==> src/rtl/dmem_arbiter_if.sv <==
// Bundle of both requester ports plus the data-memory side of the arbiter.
// The master modport is the environment (requesters and memory); the slave modport is the arbiter.
interface dmem_arbiter_if #(
  parameter int DATA_W = 32,
  parameter int ADDR_W = 32
);
  logic              p0_req;
  logic              p0_we;
  logic [ADDR_W-1:0] p0_addr;
  logic [DATA_W-1:0] p0_wdata;
  logic              p0_ack;
  logic              p0_err;
  logic [DATA_W-1:0] p0_rdata;

  logic              p1_req;
  logic              p1_we;
  logic [ADDR_W-1:0] p1_addr;
  logic [DATA_W-1:0] p1_wdata;
  logic              p1_ack;
  logic              p1_err;
  logic [DATA_W-1:0] p1_rdata;

  logic [ADDR_W-1:0] mem_addr;
  logic [DATA_W-1:0] mem_wdata;
  logic              mem_write;
  logic              mem_read;
  logic [DATA_W-1:0] mem_rdata;

  logic              busy;
  logic              grant;

  modport master (
    output p0_req, p0_we, p0_addr, p0_wdata,
    input  p0_ack, p0_err, p0_rdata,
    output p1_req, p1_we, p1_addr, p1_wdata,
    input  p1_ack, p1_err, p1_rdata,
    input  mem_addr, mem_wdata, mem_write, mem_read,
    output mem_rdata,
    input  busy, grant
  );

  modport slave (
    input  p0_req, p0_we, p0_addr, p0_wdata,
    output p0_ack, p0_err, p0_rdata,
    input  p1_req, p1_we, p1_addr, p1_wdata,
    output p1_ack, p1_err, p1_rdata,
    output mem_addr, mem_wdata, mem_write, mem_read,
    input  mem_rdata,
    output busy, grant
  );
endinterface

==> src/rtl/dmem_arbiter.sv <==
// Two-port round-robin arbiter in front of the single-port data memory.
// One latched request per transaction: IDLE -> ACCESS (one memory cycle) -> RESP (ack), or IDLE -> RESP on error.
module dmem_arbiter #(
  parameter int DATA_W     = 32,
  parameter int ADDR_W     = 32,
  parameter int WORDS_LOG2 = 10
) (
  input  logic         clk,
  input  logic         rst_n,
  dmem_arbiter_if.slave bus
);

  typedef enum logic [1:0] {
    IDLE   = 2'd0,
    ACCESS = 2'd1,
    RESP   = 2'd2
  } state_t;

  state_t state, state_nxt;

  logic              last;
  logic              gnt;
  logic              we_r;
  logic              err_r;
  logic [ADDR_W-1:0] addr_r;
  logic [DATA_W-1:0] wdata_r;
  logic [DATA_W-1:0] rdata0_r;
  logic [DATA_W-1:0] rdata1_r;

  logic              any_req;
  logic              win;
  logic              sel_we;
  logic [ADDR_W-1:0] sel_addr;
  logic [DATA_W-1:0] sel_wdata;
  logic              bad;

  always_comb begin
    any_req   = bus.p0_req | bus.p1_req;
    // On a tie the port that did not win last time goes; otherwise the sole requester.
    win       = (bus.p0_req & bus.p1_req) ? ~last : bus.p1_req;
    sel_we    = win ? bus.p1_we    : bus.p0_we;
    sel_addr  = win ? bus.p1_addr  : bus.p0_addr;
    sel_wdata = win ? bus.p1_wdata : bus.p0_wdata;
    bad       = (sel_addr[1:0] != 2'b00) || ((sel_addr >> (WORDS_LOG2 + 2)) != '0);
  end

  always_comb begin
    state_nxt = state;
    case (state)
      IDLE:    if (any_req) state_nxt = bad ? RESP : ACCESS;
      ACCESS:  state_nxt = RESP;
      RESP:    state_nxt = IDLE;
      default: state_nxt = IDLE;
    endcase
  end

  always_ff @(posedge clk or negedge rst_n) begin
    if (!rst_n) state <= IDLE;
    else        state <= state_nxt;
  end

  always_ff @(posedge clk or negedge rst_n) begin
    if (!rst_n) begin
      last     <= 1'b1;
      gnt      <= 1'b0;
      we_r     <= 1'b0;
      err_r    <= 1'b0;
      addr_r   <= '0;
      wdata_r  <= '0;
      rdata0_r <= '0;
      rdata1_r <= '0;
    end else begin
      if (state == IDLE && any_req) begin
        gnt     <= win;
        last    <= win;
        we_r    <= sel_we;
        addr_r  <= sel_addr;
        wdata_r <= sel_wdata;
        err_r   <= bad;
      end
      if (state == ACCESS && !we_r) begin
        if (gnt) rdata1_r <= bus.mem_rdata;
        else     rdata0_r <= bus.mem_rdata;
      end
    end
  end

  // Strobes are pure state decodes so an asynchronous reset drops them immediately.
  assign bus.mem_addr  = addr_r;
  assign bus.mem_wdata = wdata_r;
  assign bus.mem_write = (state == ACCESS) &  we_r;
  assign bus.mem_read  = (state == ACCESS) & ~we_r;

  assign bus.busy  = (state != IDLE);
  assign bus.grant = gnt;

  assign bus.p0_ack   = (state == RESP) & ~gnt;
  assign bus.p0_err   = (state == RESP) & ~gnt & err_r;
  assign bus.p0_rdata = rdata0_r;
  assign bus.p1_ack   = (state == RESP) &  gnt;
  assign bus.p1_err   = (state == RESP) &  gnt & err_r;
  assign bus.p1_rdata = rdata1_r;

endmodule

==> src/flat_wrapper.sv <==
// flat-port wrapper written by rule: the top's interface ports become plain ports
module dmem_arbiter_flat 
#(
  parameter int DATA_W     = 32,
  parameter int ADDR_W     = 32,
  parameter int WORDS_LOG2 = 10
)
  (clk, rst_n, bus_p0_req, bus_p0_we, bus_p0_addr, bus_p0_wdata, bus_p0_ack, bus_p0_err, bus_p0_rdata, bus_p1_req, bus_p1_we, bus_p1_addr, bus_p1_wdata, bus_p1_ack, bus_p1_err, bus_p1_rdata, bus_mem_addr, bus_mem_wdata, bus_mem_write, bus_mem_read, bus_mem_rdata, bus_busy, bus_grant);
  dmem_arbiter_if #(.DATA_W(DATA_W), .ADDR_W(ADDR_W)) bus_i ();
  input  logic clk;
  input  logic rst_n;
  input wire logic [$bits(bus_i.p0_req)-1:0] bus_p0_req;
  input wire logic [$bits(bus_i.p0_we)-1:0] bus_p0_we;
  input wire logic [$bits(bus_i.p0_addr)-1:0] bus_p0_addr;
  input wire logic [$bits(bus_i.p0_wdata)-1:0] bus_p0_wdata;
  output wire logic [$bits(bus_i.p0_ack)-1:0] bus_p0_ack;
  output wire logic [$bits(bus_i.p0_err)-1:0] bus_p0_err;
  output wire logic [$bits(bus_i.p0_rdata)-1:0] bus_p0_rdata;
  input wire logic [$bits(bus_i.p1_req)-1:0] bus_p1_req;
  input wire logic [$bits(bus_i.p1_we)-1:0] bus_p1_we;
  input wire logic [$bits(bus_i.p1_addr)-1:0] bus_p1_addr;
  input wire logic [$bits(bus_i.p1_wdata)-1:0] bus_p1_wdata;
  output wire logic [$bits(bus_i.p1_ack)-1:0] bus_p1_ack;
  output wire logic [$bits(bus_i.p1_err)-1:0] bus_p1_err;
  output wire logic [$bits(bus_i.p1_rdata)-1:0] bus_p1_rdata;
  output wire logic [$bits(bus_i.mem_addr)-1:0] bus_mem_addr;
  output wire logic [$bits(bus_i.mem_wdata)-1:0] bus_mem_wdata;
  output wire logic [$bits(bus_i.mem_write)-1:0] bus_mem_write;
  output wire logic [$bits(bus_i.mem_read)-1:0] bus_mem_read;
  input wire logic [$bits(bus_i.mem_rdata)-1:0] bus_mem_rdata;
  output wire logic [$bits(bus_i.busy)-1:0] bus_busy;
  output wire logic [$bits(bus_i.grant)-1:0] bus_grant;
  assign bus_i.p0_req = bus_p0_req;
  assign bus_i.p0_we = bus_p0_we;
  assign bus_i.p0_addr = bus_p0_addr;
  assign bus_i.p0_wdata = bus_p0_wdata;
  assign bus_p0_ack = bus_i.p0_ack;
  assign bus_p0_err = bus_i.p0_err;
  assign bus_p0_rdata = bus_i.p0_rdata;
  assign bus_i.p1_req = bus_p1_req;
  assign bus_i.p1_we = bus_p1_we;
  assign bus_i.p1_addr = bus_p1_addr;
  assign bus_i.p1_wdata = bus_p1_wdata;
  assign bus_p1_ack = bus_i.p1_ack;
  assign bus_p1_err = bus_i.p1_err;
  assign bus_p1_rdata = bus_i.p1_rdata;
  assign bus_mem_addr = bus_i.mem_addr;
  assign bus_mem_wdata = bus_i.mem_wdata;
  assign bus_mem_write = bus_i.mem_write;
  assign bus_mem_read = bus_i.mem_read;
  assign bus_i.mem_rdata = bus_mem_rdata;
  assign bus_busy = bus_i.busy;
  assign bus_grant = bus_i.grant;
  dmem_arbiter #(.DATA_W(DATA_W), .ADDR_W(ADDR_W), .WORDS_LOG2(WORDS_LOG2)) u_core (.clk(clk), .rst_n(rst_n), .bus(bus_i));
endmodule
==> config.mk <==
export PLATFORM = sky130hd
export DESIGN_NAME = dmem_arbiter_flat
export DESIGN_NICKNAME = d
export VERILOG_FILES = /design/src/rtl/dmem_arbiter_if.sv /design/src/rtl/dmem_arbiter.sv /design/src/flat_wrapper.sv
export SDC_FILE = /design/constraint.sdc
export NUM_CORES = 1
export LEC_CHECK = 0
export ABC_AREA = 1
export CAP_MARGIN = 20
export CORE_MARGIN = 4
export CORE_UTILIZATION = 23
export DETAILED_ROUTE_END_ITERATION = 12
export SYNTH_ARGS = -nofsm -noshare
export SYNTH_HDL_FRONTEND = slang
export SYNTH_SLANG_ARGS = --single-unit
==> constraint.sdc <==
create_clock -name clk -period 3.8 [get_ports clk]
set_input_delay 0.38 -clock clk [delete_from_list [all_inputs] [get_ports clk]]
set_output_delay 0.38 -clock clk [all_outputs]
set_load 0.05 [all_outputs]
== Word level (Yosys, flattened, before mapping) ==
Cells that the tools add are included.

* Input port bits: 166
* Logic and storage cells: 40
* Register bits after elaboration: 134
* Output and inout port bits: 136

* Reduce and logical (&&, ||, !) cells: 10
* Multiplexer cells: 7
* Bitwise logic cells: 11
* Equality and inequality tests: 3

{| class="wikitable"
|+ Operator list
! operator !! count
|-
| $mux W32 || 2
|-
| $reduce_bool A32 Y1 || 1
|-
| $and A1 B1 Y1 || 7
|-
| $mux W2 || 2
|-
| $pmux W2 S2 || 1
|-
| $reduce_and A2 Y1 || 2
|-
| $reduce_bool A2 Y1 || 2
|-
| $not A1 Y1 || 3
|-
| $eq A2 B1 Y1 const B || 1
|-
| $eq A2 B2 Y1 const B || 1
|-
| $logic_and A1 B1 Y1 || 2
|-
| $logic_not A2 Y1 || 1
|-
| $mux W1 || 2
|-
| $ne A2 B1 Y1 const B || 1
|-
| $logic_not A1 Y1 || 1
|-
| $logic_or A1 B1 Y1 || 1
|-
| $or A1 B1 Y1 || 1
|}

== Logic depth before layout (Yosys ltp) ==
Gate-level depths: netlist of run 1.

* Depth after elaboration: 8
* Depth in mapped cells: 12

== Worst setup path after synthesis of run 1 ==
No wires, ideal clock.

* Path kind: register to output
* Start point: register u_core.gnt (netlist: u_core.bus.grant)
* End point: output bus_p1_err
* Setup slack: 1051 ps
* Stages on the path, launching flop included: 3
* Arrival: 2369 ps
* Required time: 3420 ps
* Path through: dfrtp_1 -> inv_1 -> nor4_1

* Longest elaborated chain between the ends: 2

{| class="wikitable"
|+ RTL lines
! item !! line !! RTL
|-
| start, declared || dmem_arbiter.sv:22 || <nowiki>logic gnt;</nowiki>
|-
| start signal, assigned || dmem_arbiter.sv:74 || <nowiki>gnt <= win;</nowiki>
|-
| $and A1 B1 Y1 (2 in series) || dmem_arbiter.sv:101 || <nowiki>assign bus.p1_err = (state == RESP) & gnt & err_r;</nowiki>
|-
| end, declared || flat_wrapper.sv:24 || <nowiki>output wire logic [$bits(bus_i.p1_err)-1:0] bus_p1_err;</nowiki>
|}

Every way passes these cells.

== Worst setup path in the final report of run 1 ==
* Start point: register u_core.state[1]
* End point: output bus_mem_read

* Longest elaborated chain between the ends: 2

{| class="wikitable"
|+ RTL lines
! item !! line !! RTL
|-
| start, declared || dmem_arbiter.sv:19 || <nowiki>state_t state, state_nxt;</nowiki>
|-
| start signal, assigned || dmem_arbiter.sv:59 || <nowiki>else state <= state_nxt;</nowiki>
|-
| $eq A2 B1 Y1 || dmem_arbiter.sv:92 || <nowiki>assign bus.mem_read = (state == ACCESS) & ~we_r;</nowiki>
|-
| $and A1 B1 Y1 || dmem_arbiter.sv:92 ||
|-
| end, declared || flat_wrapper.sv:29 || <nowiki>output wire logic [$bits(bus_i.mem_read)-1:0] bus_mem_read;</nowiki>
|}

Every way passes these cells.

==> results of run 1 <==
placed cells by master (no fill, tap or decap), types with 2 or more instances in the layout:
cell	n
clkbuf_16	17
o21ai_0	146
bufinv_16	6
a31oi_1	14
nand3b_1	7
clkbuf_8	2
dfrtp_1	133
clkinv_4	3
clkdlybuf4s50_1	300
inv_2	2
o21ai_1	12
inv_1	46
nor3_1	2
nand2_2	6
nand3_1	8
buf_4	6
nor4_1	2
buf_12	2
nor2_1	73
nand2_1	180
worst max-delay path by stage:
stage,start,endpoint,slack (ns),cells past startpoint
after floorplan,u_core.bus.grant,bus_p1_err,1.05,2
after global placement,bus_p1_req,u_core.err_r,0.97,12
after detailed placement,bus_p1_req,u_core.err_r,0.90,12
after CTS,u_core.state[1],bus_mem_read,1.13,4
after global routing,u_core.state[1],bus_mem_read,1.03,4
final,u_core.state[1],bus_mem_read,1.20,4
per-stage QoR:
step / area, µm² / hold slack [ns] / total power, mW / worst slack, ns / cells
after floorplan: 5740 / 0.0844 / 2.53 / 1.05 / 677
after global placement: 9010 / 0.466 / 3.18 / 0.973 / 1267
after detailed placement: 9010 / 0.473 / 3.18 / 0.896 / 1267
after CTS: 9690 / 0.0971 / 5.13 / 1.13 / 1297
after global routing: 9730 / 0.144 / 5.28 / 1.03 / 1299
final: 9730 / 0.0896 / 5.05 / 1.20 / 1299
state kept, by name, summed over array words and instances (netlist names):
name / cells
u_core.bus.p0_rdata: 32
u_core.state: 2
u_core.bus.mem_wdata: 32
u_core.last: 1
u_core.bus.p1_rdata: 32
u_core.we_r: 1
u_core.bus.mem_addr: 32
u_core.err_r: 1
u_core.bus.grant: 1
power by group:
| group | internal, mW | switching, mW |
|---|---|---|
| Clock | 1.27 | 0.642 |
| Sequential | 1.59 | 0.100 |
| Combinational | 0.516 | 0.940 |
| Total | 3.37 | 1.68 |
logic make-up after synthesis:
group | after synthesis
compound gates | 173
buf+inv | 89
flops | 134
simple gates | 281
cell type report:
cell class | instances | share of cell area
clock inverters | 11 | 0.0229
repair buffers | 309 | 0.319
clock buffers | 19 | 0.0465
inverters | 48 | 0.0185
flip-flops and latches | 134 | 0.345
well taps | 324 | 0.0417
multi-input cells | 454 | 0.207
layer usage:
layer | GRT usage | up-vias | part of all wire
met5 | 0 | - | 0
met4 | 0.0405 | 0 | 0.017
met3 | 0.0721 | 18 | 0.11
met2 | 0.230 | 255 | 0.45
met1 | 0.179 | 2554 | 0.42
li1 | - | 2752 | -
==> metrics.cfg, run 1 <==
[die]
die_x_um = 166
placeableCoreArea_um2 = 24500
ioPinCount = 302
placement_rows = 57
die_area_um2 = 27600
die_h_um = 166
initial_utilization = 0.235

[worst_setup_path]
reg2reg_depth = 12
r2r_slack_ns = 1.42
required_ns = 3.42
crit_fanout = 5
cp.arrival_ns = 2.22
critPathBufInv = 2
path_cells = inv_1 -> nand2_1 -> nor2_2 -> clkdlybuf4s50_1
start_kind = register
slowest_delay_ns = 0.90
worst_path_max_delay_cell = clkdlybuf4s50_1
reg2reg_from = u_core.last
timing.rr.end = u_core.err_r
path_class = register to output port
crit_path_end_kind = output port
crit_family = buffers and inverters

[route]
route.detailed.drc = 0
firstDrtPassIters = 5
ant_nets = 0
wl_per_cell_um = 15.8
drt_iter0_drc = 249
via_per_inst = 4.29
routed_wl_um = 20600
vias = 5579

[timing]
worst_pin_slew_ns = 0.899
slew_viol_final = 0
maxSlewHeadroom = 0.401
tns_ns = 0
rsz0062_at_grt = no
hold_violations = 0
setup_violations = 0
finClkSkew_ns = 0.0142
fin_crit_sh = 0.684
clock.fmax_mhz = 385
final.min_clock_period_ns = 2.60

[yosys]
synth_area_leader_cell = dfrtp_1
synthXorXnorAreaFrac = 0
synthTopCellsByCount = nand2_1, o21ai_0, dfrtp_1
yosys_warnings = 0
synth-main-ff-cell = dfrtp_1
syn-instance-count = 677
yosysUniqueCellTypes = 21
synth-seq-area-share = 0.584
postSynthAreaPerCell_um2 = 8.48
ys_async_sr_fraction = 1.00
synthAdderAreaFrac = 0
yosys-top-cells-area = dfrtp_1, o21ai_0, nand2_1
syn-num-nets = 843
synth_top_area_frac = 0.579
synth_compound_gate_area_share = 0.154
synth.most_common_cell = nand2_1
synth-simple-area-share = 0.196
synth_top_family_by_area = simple AND/OR/NAND/NOR gates
synth_edf_count = 0
ys_seq_elements = 134
syn_area_um2 = 5740
synthMuxAreaShare = 0

[finish]
drive_above_1_share = 0.0523
nNetsFinal = 1130
fill_cells = 2471
utilization = 0.398
multi_input_area_um2 = 2020
n_antenna_cell = 0
area_growth_pct = 69.4
ff_latch_area_um2 = 3350

[global_routing]
grt_overflow_total = 0
grt_antenna_before_repair = 0
grt_pass1_wl_um = 32000
track_usage = 0.146
grt_max_degree = 96
grt_pass1_vias = 5659

[clock_tree]
clock_latency_ns = 0.41
root_buffer = clkbuf_16
cts_setup_buffers = 0
ctsHoldBuffers = 0
clkSinkCount = 134
cts_tree = built
cts_resized = 0
cts_buffers = 17
path_clk_slew_ns = 0.06
cts_buffer_depth = 2
h-tree-depth = 4

[placement]
gp_congestion = 0.839
portBuffers = 301
dp_hpwl_um = 15200

[job]
cap_violations = 0

[power_and_ir_drop]
ir_worst_vdd_mv = 0.293
power.leakage_nw = 4.38
powerDensity_nw_per_um2 = 519

[status]
outcome = complete, no violations

[worst_hold_path]
hp-class = input pin to asynchronous set/reset pin

(Power assumes the default switching activity.)
==> run 2, diff against run 1 <==
==> constraint.sdc (replaced) <==
create_clock -name clk -period 2.7 [get_ports clk]
set_input_delay 0.27 -clock clk [delete_from_list [all_inputs] [get_ports clk]]
set_output_delay 0.27 -clock clk [all_outputs]
set_load 0.05 [all_outputs]
==> run 2 against run 1 <==
Net effect: setup slack got worse by 0.93 ns; clock skew fell by 0.0019 ns; clock power grew 23%; sequential share of layout area increased by 0.20 points; highest routed layer is now met5; first-iteration DRC count rose by 80%; power up 34%; global-route usage shrank 0.14 points.
==> metrics.cfg, run 2 (synthesis gave the netlist of run 1 again) <==
[route]
route.detailed.drc = 0  ; unchanged
routed_wl_um = 20500  ; was 20600 µm
wl_per_cell_um = 15.7  ; was 15.8 µm
via_per_inst = 4.31  ; was 4.29
drt_iter0_drc = 448  ; was 249
firstDrtPassIters = 5  ; unchanged
ant_nets = 0  ; unchanged
vias = 5611  ; was 5579

[global_routing]
grt_antenna_before_repair = 1  ; was 0
grt_max_degree = 65  ; was 96
grt_overflow_total = 0  ; unchanged
grt_pass1_vias = 5560  ; was 5659
track_usage = 0.145  ; was 0.146
grt_pass1_wl_um = 31900  ; was 32000 µm

[power_and_ir_drop]
ir_worst_vdd_mv = 0.328  ; was 0.293 mV
powerDensity_nw_per_um2 = 700  ; was 519 nW/µm²
power.leakage_nw = 4.35  ; was 4.38 nW

[placement]
placed_cell_area_um2 = 9070  ; was 9010 µm²
portBuffers = 301  ; unchanged
gp_congestion = 0.856  ; was 0.839
dp_slack_ns = 0.362  ; was 0.896 ns
dp_hpwl_um = 15200  ; about the same
placed_cells = 1270  ; was 1267

[finish]
area_growth_pct = 68.4  ; was 69.4%
nNetsFinal = 1132  ; was 1130
finalNonFillerCells = 1303  ; was 1299
drive_above_1_share = 0.0541  ; was 0.0523
fill_cells = 2498  ; was 2471
n_antenna_cell = 0  ; unchanged
design_area_um2 = 9670  ; was 9730 µm²
layout_commonest_cell = clkdlybuf4s50_1  ; unchanged
final_cell_mix = clkdlybuf4s50_1, nand2_1, o21ai_0  ; unchanged

[clock_tree]
cts_setup_buffers = 0  ; unchanged
clock_latency_ns = 0.41  ; about the same
h-tree-depth = 4  ; unchanged
cts_resized = 0  ; unchanged
clkSinkCount = 134  ; unchanged
cts_buffers = 17  ; unchanged
cts_buffer_depth = 2  ; unchanged
path_clk_slew_ns = 0.06  ; about the same
root_buffer = clkbuf_16  ; unchanged
cts_tree = built  ; unchanged

[worst_setup_path]
crit_start = u_core.state[1]  ; unchanged
crit_family = buffers and inverters  ; unchanged
reg2reg_depth = 6  ; was 12
reg2reg_from = u_core.state[0]  ; was u_core.last
crit_path_end_kind = output port  ; unchanged
timing.rr.end = u_core.bus.mem_wdata[21]  ; was u_core.err_r
crit_fanout = 5  ; unchanged
worst_path_max_delay_cell = clkdlybuf4s50_1  ; unchanged
path_cells = inv_1 -> nand2_1 -> nor2_2 -> clkdlybuf4s50_1  ; unchanged
r2r_slack_ns = 0.67  ; was 1.42 ns
start_kind = register  ; unchanged
critPathBufInv = 2  ; unchanged
cp.arrival_ns = 2.16  ; was 2.22 ns
slowest_delay_ns = 0.90  ; about the same
path_class = register to output port  ; unchanged
required_ns = 2.43  ; was 3.42 ns

[die]
die_h_um = 166  ; unchanged
placeableCoreArea_um2 = 24500  ; unchanged
die_x_um = 166  ; unchanged
placement_rows = 57  ; unchanged
initial_utilization = 0.235  ; unchanged
ioPinCount = 302  ; unchanged
die_area_um2 = 27600  ; unchanged

[timing]
rsz0062_at_grt = no  ; unchanged
final.min_clock_period_ns = 2.43
setup_violations = 0  ; unchanged
tns_ns = 0  ; unchanged
maxSlewHeadroom = 0.556  ; was 0.401
hold_violations = 0  ; unchanged
clock.fmax_mhz = 412
fin_crit_sh = 0.899
finClkSkew_ns = 0.0123  ; was 0.0142 ns
worst_pin_slew_ns = 0.664  ; was 0.899 ns
slew_viol_final = 0  ; unchanged
setup_slack_ns = 0.273  ; was 1.20 ns

[worst_hold_path]
hp-class = input pin to asynchronous set/reset pin  ; unchanged

[status]
outcome = complete, no violations  ; unchanged

[job]
cap_violations = 0  ; unchanged

[run 2: cell types whose count changed in the layout (fill, tap and decap cells not counted), sizes merged]
cell	previous run	this run
clkinvlp	1	2
inv	49	51
clkinv	3	6
dlygate4sd3	0	1
bufinv	6	2
buf	9	10
[run 2: worst max-delay path by stage]
stage                                to  cells past startpoint  slack, ns
2_1_floorplan                bus_p1_err                      2       0.06
4_1_cts                   bus_mem_write                      4       0.19
3_3_place_gp   u_core.bus.mem_wdata[13]                      7       0.46
6_report                   bus_mem_read                      4       0.27
5_1_grt                    bus_mem_read                      4       0.09
3_5_place_dp   u_core.bus.mem_wdata[12]                      7       0.36
[run 2: timing repair]
action	CTS	global route
hold endpoints to repair	62	0
hold buffers	1	0
endpoints found under the setup margin	0	0
[run 2: final cells by class]
class | count | area [µm²] | share of cell area
Clock buffer | 19 | 443 | 0.0458
Sequential cell | 134 | 3350 | 0.347
Tap cell | 324 | 405 | 0.0419
Multi-Input combinational cell | 454 | 2020 | 0.208
Clock inverter | 13 | 146 | 0.0151
Timing Repair Buffer | 311 | 3130 | 0.323
Inverter | 48 | 180 | 0.0186
[run 2: stage by stage]
stage | utilization | total power, mW | hold WS (ns)
after floorplan | - | 3.57 | -0.0256
after global placement | 0.371 | 4.48 | 0.326
after detailed placement | 0.371 | 4.48 | 0.327
after CTS | 0.395 | 6.88 | 0.410
after global routing | 0.395 | 7.11 | 0.421
final | 0.395 | 6.77 | 0.435
[run 2: routing by layer]
metal | vias to the layer above | part of all wire | GRT usage
met4 | 2 | 0.015 | 0.0391
met2 | 256 | 0.45 | 0.225
met1 | 2578 | 0.43 | 0.184
li1 | 2760 | - | -
met5 | - | 0.00063 | 0
met3 | 15 | 0.11 | 0.0652
[run 2: worst register-to-register path, stage by stage (launching register included)]
cell and delay [ns]:
dfrtp_1 0.44, nor2_1 0.13, inv_1 0.10, nor2_4 0.32
buf_4 0.53, o21ai_0 0.23, o21ai_0 0.19
[run 2: power by group]
part           total, mW  switching (mW)  leakage, nW  internal [mW]
Sequential          2.37           0.137         1.39           2.23
Combinational       2.06            1.32         2.68          0.737
Clock               2.34           0.945        0.284           1.40
